--- src/rtl/int_ctrl_if.sv ---
// int_ctrl_if: signal bundle between the CPU/control unit and the interrupt
// controller.
//   irq_in      raw rising-edge request lines, already synchronous to clk
//   mask_we     mask register write strobe
//   mask_din    new mask value (1 = channel masked)
//   finInterrup one-cycle return-from-interrupt strobe from the control unit
//   s_interrup  one-cycle dispatch pulse to the control unit
//   vec_addr    vector address for the PC mux
//   active_ch   channel being dispatched, or highest-priority one in service
//   pend        pending register
//   in_service  in-service register
//   mask        mask register
// Modports: master = CPU side (drives requests/strobes), slave = controller.
interface int_ctrl_if #(
    parameter int unsigned N_CH  = 4,
    parameter int unsigned VEC_W = 10
);
    localparam int unsigned CH_W = $clog2(N_CH);

    logic [N_CH-1:0]  irq_in;
    logic             mask_we;
    logic [N_CH-1:0]  mask_din;
    logic             finInterrup;
    logic             s_interrup;
    logic [VEC_W-1:0] vec_addr;
    logic [CH_W-1:0]  active_ch;
    logic [N_CH-1:0]  pend;
    logic [N_CH-1:0]  in_service;
    logic [N_CH-1:0]  mask;

    modport master (
        output irq_in, mask_we, mask_din, finInterrup,
        input  s_interrup, vec_addr, active_ch, pend, in_service, mask
    );

    modport slave (
        input  irq_in, mask_we, mask_din, finInterrup,
        output s_interrup, vec_addr, active_ch, pend, in_service, mask
    );
endinterface

--- src/rtl/int_ctrl.sv ---
// int_ctrl: parametrised interrupt controller for the monocycle CPU.
// N_CH rising-edge request channels with pending latches, a mask register,
// fixed priority (channel 0 highest), in-service tracking and a vector
// address (VEC_BASE + active_ch*VEC_STRIDE, wrapping at VEC_W bits).
// s_interrup is high for exactly the cycle the control unit pushes the PC;
// service is retired by the finInterrup strobe.
// Ports:
//   clk    system clock, all state changes on the rising edge
//   reset  synchronous, active-high reset
//   bus    int_ctrl_if.slave (requests, mask, strobes, status outputs)
// Build option: define INT_NEST_EN to let a strictly higher-priority
// eligible channel preempt the one currently in service.
module int_ctrl #(
    parameter int unsigned           N_CH       = 4,
    parameter int unsigned           VEC_W      = 10,
    parameter logic [VEC_W-1:0]      VEC_BASE   = 10'h3C0,
    parameter int unsigned           VEC_STRIDE = 4
) (
    input  logic        clk,
    input  logic        reset,
    int_ctrl_if.slave   bus
);
    localparam int unsigned     CH_W = $clog2(N_CH);
    localparam logic [N_CH-1:0] ONE  = N_CH'(1);

    typedef enum logic [1:0] {
        IDLE,
        ENTER,
        SERVICE
    } state_t;

    state_t           state_q, state_d;
    logic [CH_W-1:0]  enter_ch_q, enter_ch_d;
    logic [N_CH-1:0]  irq_q;
    logic [N_CH-1:0]  pend_q;
    logic [N_CH-1:0]  in_service_q;
    logic [N_CH-1:0]  mask_q;

    logic [N_CH-1:0]  irq_rise;
    logic [N_CH-1:0]  eligible;
    logic             elig_any;
    logic [CH_W-1:0]  elig_ch;
    logic [CH_W-1:0]  svc_ch;
    logic [N_CH-1:0]  dispatch;
    logic [N_CH-1:0]  retire;
    logic             s_int;
    logic [CH_W-1:0]  act_ch;

    // Index of the lowest set bit (highest priority); 0 when none set.
    function automatic logic [CH_W-1:0] lowest(input logic [N_CH-1:0] v);
        logic [CH_W-1:0] r;
        r = '0;
        for (int unsigned i = N_CH; i > 0; i--) begin
            if (v[i-1]) r = CH_W'(i - 1);
        end
        return r;
    endfunction

    assign irq_rise = bus.irq_in & ~irq_q;
    assign eligible = pend_q & ~mask_q;
    assign elig_any = |eligible;
    assign elig_ch  = lowest(eligible);
    assign svc_ch   = lowest(in_service_q);

    always_ff @(posedge clk) begin
        if (reset) begin
            state_q    <= IDLE;
            enter_ch_q <= '0;
        end else begin
            state_q    <= state_d;
            enter_ch_q <= enter_ch_d;
        end
    end

    always_comb begin
        state_d    = state_q;
        enter_ch_d = enter_ch_q;
        dispatch   = '0;
        retire     = '0;
        s_int      = 1'b0;
        act_ch     = '0;
        case (state_q)
            IDLE: begin
                if (elig_any) begin
                    state_d    = ENTER;
                    enter_ch_d = elig_ch;
                end
            end
            ENTER: begin
                // finInterrup is deliberately ignored here.
                s_int    = 1'b1;
                act_ch   = enter_ch_q;
                dispatch = ONE << enter_ch_q;
                state_d  = SERVICE;
            end
            SERVICE: begin
                act_ch = svc_ch;
                if (bus.finInterrup) begin
                    // Retire takes precedence; any new dispatch is decided
                    // on the following cycle.
                    retire = ONE << svc_ch;
                    if ((in_service_q & ~retire) == '0) state_d = IDLE;
                end
`ifdef INT_NEST_EN
                else if (elig_any && (elig_ch < svc_ch)) begin
                    state_d    = ENTER;
                    enter_ch_d = elig_ch;
                end
`endif
            end
            default: state_d = IDLE;
        endcase
    end

    // The edge history is loaded during reset too, so lines already high at
    // reset never look like a fresh request afterwards.
    always_ff @(posedge clk) begin
        irq_q <= bus.irq_in;
        if (reset) begin
            pend_q       <= '0;
            in_service_q <= '0;
            mask_q       <= '1;
        end else begin
            // A new edge on the channel being entered wins over its clear.
            pend_q       <= (pend_q & ~dispatch) | irq_rise;
            in_service_q <= (in_service_q | dispatch) & ~retire;
            if (bus.mask_we) mask_q <= bus.mask_din;
        end
    end

    assign bus.s_interrup = s_int;
    assign bus.active_ch  = act_ch;
    assign bus.vec_addr   = VEC_BASE + VEC_W'(act_ch) * VEC_W'(VEC_STRIDE);
    assign bus.pend       = pend_q;
    assign bus.in_service = in_service_q;
    assign bus.mask       = mask_q;
endmodule

--- src/flat_wrapper.sv ---
// flat-port wrapper written by rule: the top's interface ports become plain ports
module int_ctrl_flat 
#(
    parameter int unsigned           N_CH       = 4,
    parameter int unsigned           VEC_W      = 10,
    parameter logic [VEC_W-1:0]      VEC_BASE   = 10'h3C0,
    parameter int unsigned           VEC_STRIDE = 4
)
  (clk, reset, bus_irq_in, bus_mask_we, bus_mask_din, bus_finInterrup, bus_s_interrup, bus_vec_addr, bus_active_ch, bus_pend, bus_in_service, bus_mask);
  int_ctrl_if #(.N_CH(N_CH), .VEC_W(VEC_W)) bus_i ();
  input  logic clk;
  input  logic reset;
  input wire logic [$bits(bus_i.irq_in)-1:0] bus_irq_in;
  input wire logic [$bits(bus_i.mask_we)-1:0] bus_mask_we;
  input wire logic [$bits(bus_i.mask_din)-1:0] bus_mask_din;
  input wire logic [$bits(bus_i.finInterrup)-1:0] bus_finInterrup;
  output wire logic [$bits(bus_i.s_interrup)-1:0] bus_s_interrup;
  output wire logic [$bits(bus_i.vec_addr)-1:0] bus_vec_addr;
  output wire logic [$bits(bus_i.active_ch)-1:0] bus_active_ch;
  output wire logic [$bits(bus_i.pend)-1:0] bus_pend;
  output wire logic [$bits(bus_i.in_service)-1:0] bus_in_service;
  output wire logic [$bits(bus_i.mask)-1:0] bus_mask;
  assign bus_i.irq_in = bus_irq_in;
  assign bus_i.mask_we = bus_mask_we;
  assign bus_i.mask_din = bus_mask_din;
  assign bus_i.finInterrup = bus_finInterrup;
  assign bus_s_interrup = bus_i.s_interrup;
  assign bus_vec_addr = bus_i.vec_addr;
  assign bus_active_ch = bus_i.active_ch;
  assign bus_pend = bus_i.pend;
  assign bus_in_service = bus_i.in_service;
  assign bus_mask = bus_i.mask;
  int_ctrl #(.N_CH(N_CH), .VEC_W(VEC_W), .VEC_BASE(VEC_BASE), .VEC_STRIDE(VEC_STRIDE)) u_core (.clk(clk), .reset(reset), .bus(bus_i));
endmodule
--- config.mk ---
export PLATFORM = sky130hd
export DESIGN_NAME = int_ctrl_flat
export DESIGN_NICKNAME = d
export VERILOG_FILES = /design/src/rtl/int_ctrl_if.sv /design/src/rtl/int_ctrl.sv /design/src/flat_wrapper.sv
export SDC_FILE = /design/constraint.sdc
export NUM_CORES = 1
export LEC_CHECK = 0
export ABC_AREA = 0
export BUFFER_PORTS_ARGS = -buffer_cell sky130_fd_sc_hd__buf_2
export CORE_MARGIN = 10
export CORE_UTILIZATION = 51
export DETAILED_ROUTE_END_ITERATION = 8
export PLACE_DENSITY = 0.83
export SLEW_MARGIN = 20
export SYNTH_ARGS = -nofsm -noshare
export SYNTH_HDL_FRONTEND = slang
export SYNTH_SLANG_ARGS = --single-unit
--- constraint.sdc ---
create_clock -name clk -period 2.4 [get_ports clk]
set_input_delay 0.24 -clock clk [delete_from_list [all_inputs] [get_ports clk]]
set_output_delay 0.24 -clock clk [all_outputs]
set_load 0.05 [all_outputs]
; ---- Word level (Yosys, flattened, before mapping)
; Cells that the tools add are included.
[word_totals]
regBits = 20
[classes]
addsub = 1
n_eq_ne = 5
shifts = 2
n_mux = 17
bitwise = 12
reduce_logical = 5
[ops]
columns = cell, count
row1 = 2-bit 2-to-1 mux, 11
row2 = 4-bit AND, 5
row3 = 4-bit inverter, 5
row4 = 4-bit 2-to-1 mux, 3
row5 = 7-bit by 5-bit adder with 8-bit output (first input constant), 1
row6 = 4-bit OR, 2
row7 = 1-bit by 2-bit left shift with 4-bit output (first input constant), 2
row8 = 2-bit case mux with 3 select lines, 1
row9 = 4-bit zero test, 1
row10 = 2-bit by 1-bit != test with 1-bit output (second input constant), 2
row11 = 2-bit case mux with 2 select lines, 1
row12 = 4-bit OR reduction, 1
row13 = 3-bit AND reduction, 1
row14 = 2-bit by 1-bit == test with 1-bit output (second input constant), 1
row15 = 2-bit == test (second input constant), 1
row16 = 2-bit zero test, 1
row17 = 2-bit != test (second input constant), 1
row18 = 2-bit AND reduction, 1
row19 = 1-bit 2-to-1 mux, 1

; ---- Depth between registers and ports, before layout
[logic_depth]
word_depth = 11
mapped_depth = 6
depth_no_buf = 6

; ---- Worst setup path before layout
; Ideal clock, no wire load.
[synth_path]
path_type = register to output
start = reg u_core.state_q[1]
end = out bus_vec_addr[2]
arrival_time_ns = 2.632
path_slack_ns = -0.472
stages_incl_launch_ff = 6
path_buffers = 1
cell_sequence = dfxtp_1 inv_1 ha_1 nand2_1 a21boi_0 buf_4
[synth_between]
elab_chain_len = 3
[synth_rtl]
columns = item, line_no
row1 = from (decl), int_ctrl.sv:32  ; state_t state_q, state_d;
row2 = from (signal assigned), int_ctrl.sv:70  ; state_q <= state_d;
row3 = 2-bit == test / 2-bit by 1-bit == test with 1-bit output (equally long branches), int_ctrl.sv:82  ; case (state_q)
row4 = 2-bit case mux with 2 select lines *, int_ctrl.sv:82
row5 = net bus_active_ch[0], flat_wrapper.sv:19  ; output wire logic [$bits(bus_i.active_ch)-1:0] bus_active_ch;
row6 = 7-bit by 5-bit adder with 8-bit output *, int_ctrl.sv:133  ; assign bus.vec_addr = VEC_BASE + VEC_W'(act_ch) * VEC_W'(VEC_STRIDE);
row7 = to (decl), flat_wrapper.sv:18  ; output wire logic [$bits(bus_i.vec_addr)-1:0] bus_vec_addr;
; Mark *: on every way through the listed nets, which the timed path passes. The rest lies on a longest branch.

; ---- Worst setup path in the final report
[layout_path]
start = reg u_core.state_q[0]
end = out bus_active_ch[0]
[layout_between]
elab_chain_len = 2
[layout_rtl]
columns = item, line_no
row1 = 2-bit == test / 2-bit by 1-bit == test with 1-bit output (equally long branches), int_ctrl.sv:82
row2 = 2-bit case mux with 2 select lines *, int_ctrl.sv:82
row3 = to (decl), flat_wrapper.sv:19
; Mark *: on every way between the ends. The rest lies on a longest branch, timed or not.

==> flow_metrics.py <==
metrics = {
    "run_status": {
        "outcome": "finished, final reports clean",
    },
    "timing": {
        "setup_viol": 0,
        "period_share_pct": 81.9,
        "hold_violations": 0,
        "fmax_mhz": 509,
        "period_needed_ns": 1.97,
        "rsz0062_at_grt": "false",
        "fin_skew_ns": 0.00884,
        "tns_ns": 0,
        "slew_viol_final": 0,
        "setup_slack_ns": 0.434,
    },
    "critical_path": {
        "critPathSlowestCell": "dfxtp_1",
        "cp_max_fo": 3,
        "critPathLaunchType": "flip-flop",
        "cp.arrival_ns": 1.73,
        "endpoint_kind": "output port",
        "cp_slowest_stage_delay_ns": 0.34,
        "worstPathCellList": "inv_1 -> ha_1 -> nor2b_1 -> o21ai_0 -> a21boi_2 -> buf_2",
        "worstSetupPathType": "flip-flop to output port",
        "critical_path_required_ns": 2.16,
    },
    "cells_and_area": {
        "post-route-cell-area_mm2": 0.00114,
        "n_fill_cell": 168,
        "area_growth_pct": 16.4,
        "layout.nets": 154,
        "fin_cells": 163,
        "drive_gt1_share_pct": 25.4,
        "num_antenna_cells": 0,
    },
    "synthesis": {
        "yosysTopAreaCell": "dfxtp_1",
        "synth_area_leaders": "dfxtp_1 (41%), buf_4 (7.7%), nand2b_1 (5.1%)",
        "avgSynthCellArea_um2": 8.66,
        "syn_area_um2": 978,
        "synth-seq-area-share_pct": 40.9,
        "syn_inst": 113,
        "ys.warnings.count": 0,
        "synth.distinct_cells": 30,
        "synth_seq_cells": 20,
        "yosysTopAreaCellShare_pct": 40.9,
    },
    "global_routing": {
        "grt_pass1_wl_um": 3840,
        "track_usage_pct": 11.1,
        "overflow": 0,
        "grt_max_degree": 18,
        "antenna_found_initial": 0,
        "grt_pass1_vias": 865,
    },
    "die": {
        "io_pins": 37,
        "die_y_um": 63.8,
        "num_rows": 15,
        "start_util_pct": 55.5,
        "die_area_mm2": 0.00407,
        "dieWidth_um": 63.8,
        "core-area_mm2": 0.00176,
    },
    "clock_network": {
        "cts_tree": "built",
        "cts_buffers": 3,
        "cts_root_buffer": "clkbuf_4",
        "cts_buffer_depth": 2,
        "clkSinkCount": 20,
        "holdBufCountCts": 0,
        "cts_setup_buffers": 0,
        "htree_num_levels": 1,
        "cts.reportedPaths.clkPinSlew_ns": 0.12,
        "postCtsResizedCells": 0,
        "clk_latency_ns": 0.30,
    },
    "drt": {
        "finalWirelength_um": 2230,
        "wl_per_cell_um": 13.7,
        "vias_per_cell": 5.01,
        "drtPass1Iterations": 4,
        "first_iter_violations": 26,
        "ant_nets": 0,
        "vias": 816,
        "route.detailed.drc": 0,
    },
    "power": {
        "p_sw_share_pct": 30.1,
        "peakVddDrop_uv": 432,
        "power.switching_mw": 0.246,
        "power_density_mw_per_mm2": 718,
        "total_power_mw": 0.817,
        "comb_power_share_pct": 21.4,
        "p_clk_share_pct": 33.6,
        "p_leak_nw": 0.528,
        "power.internal_mw": 0.571,
        "p_seq_share_pct": 45.0,
    },
    "hold_path": {
        "hp-class": "input pin to flip-flop",
    },
    "placed_design": {
        "io_buffer_count": 28,
        "dp_hpwl_um": 1750,
        "place_ws_ns": 0.764,
        "dp_cells": 159,
        "dpl-instance-area_mm2": 0.00109,
        "place.gp.congestion": 0.864,
    },
    "job": {
        "cap_viol_max_count": 0,
    },
}
registers in the layout, summed over array words and instances, names as in the netlist:
| register | flops |
|---|---|
| u_core.bus.in_service | 4 |
| u_core.bus.mask | 4 |
| u_core.bus.pend | 4 |
| u_core.enter_ch_q | 2 |
| u_core.irq_q | 4 |
| u_core.state_q | 2 |
worst max-delay path, delay by kind of cell, from the launching register on:
kind,cells,cell delay (ns)
buffers and inverters,2,0.37
adders and majority gates,1,0.21
and+or+nand+nor,1,0.21
AOI/OAI and AO/OA,2,0.30
DFF,1,0.34
layout make-up:
type | instances | area [um2] | share of cell area, %
Clock buffer | 3 | 22.5 | 1.98
Clock inverter | 1 | 30.0 | 2.64
Inverter | 7 | 26.3 | 2.31
Multi-Input combinational cell | 79 | 488 | 42.9
Sequential cell | 20 | 400 | 35.2
Tap cell | 25 | 31.3 | 2.75
Timing Repair Buffer | 28 | 140 | 12.3
cell families after synthesis:
| kind of cell | Yosys count | synth area share (%) |
|---|---|---|
| and+or+nand+nor | 40 | 23.0 |
| muxes | 1 | 1.02 |
| buffers and inverters | 20 | 12.3 |
| DFF | 20 | 40.9 |
| other | 2 | 0.768 |
| adders and majority gates | 4 | 4.86 |
| AOI/OAI and AO/OA | 26 | 17.1 |
cell usage in the layout, fill, tap and decap left out, drive strengths merged:
master / synthesis / final
o22ai: 1 / 1
nor3: 5 / 5
conb: 2 / 8
inv: 7 / 7
nor2: 9 / 9
mux2i: 1 / 1
bufinv: 0 / 1
nand4b: 1 / 1
maj3: 1 / 1
nand3: 1 / 1
or3: 1 / 1
clkbuf: 2 / 3
ha: 3 / 3
nor3b: 1 / 1
a21boi: 2 / 2
a221oi: 1 / 1
o21a: 1 / 1
nand2: 4 / 4
a211o: 4 / 4
o211a: 1 / 1
dfxtp: 20 / 20
a21oi: 9 / 9
o21ai: 6 / 6
and4: 1 / 1
nand2b: 8 / 8
o311a: 1 / 1
buf: 11 / 28
or4b: 1 / 1
nor2b: 8 / 8
power groups by stage:
stage          clock network [mW]  registers (mW)  logic, mW
2_1_floorplan                   0           0.413      0.107
3_3_place_gp                    0           0.373      0.170
3_5_place_dp                    0           0.375      0.174
4_1_cts                     0.277           0.368      0.176
5_1_grt                     0.290           0.371      0.190
6_report                    0.274           0.368      0.175
path summary, 6_finish.rpt:
check | start | endpoint | slack, ns | depth (start not counted)
hold / removal | bus_irq_in[1] | u_core.irq_q[1]$_DFF_P_ | 0.04 | 1
setup reg to reg | u_core.bus.in_service[1]$_SDFF_PP0_ | u_core.state_q[1]$_SDFFE_PP0P_ | 0.83 | 4
hold reg to reg | u_core.irq_q[1]$_DFF_P_ | u_core.bus.pend[1]$_SDFF_PP0_ | 0.50 | 2
setup / recovery | u_core.state_q[0]$_SDFFE_PP0P_ | bus_active_ch[0] | 0.43 | 6
metrics by stage:
stage	hold slack, ns	util (%)
floorplan	0.268	-
global placement	0.352	61.6
detailed placement	0.357	61.6
CTS	0.0351	64.5
global route	0.0332	64.5
finish	0.0393	64.5
Yosys cell counts:
cell type and instances:
dfxtp_1 20, buf_4 10, a21oi_1 9, nor2_1 9, nand2b_1 8, nor2b_1 8
inv_1 7, o21ai_0 6, a211o_1 4, nand2_1 4, nor3_1 4, ha_1 3
a21boi_0 2, clkbuf_1 2, conb_1 2, a221oi_1 1, and4_1 1, buf_6 1
maj3_1 1, mux2i_1 1, nand3_1 1, nand4b_1 1, nor3_2 1, nor3b_1 1
o211a_1 1, o21a_1 1, o22ai_1 1, o311a_1 1, or3_1 1, or4b_1 1
layer usage:
layer	global-route usage, %	wire (um)	share of wire, %
met5	0	0	0
met2	19.0	1100	49
met3	4.53	191	8.6
met4	4.10	22	0.99
met1	11.9	919	41
Note: power is estimated with default switching activity, not from simulation.
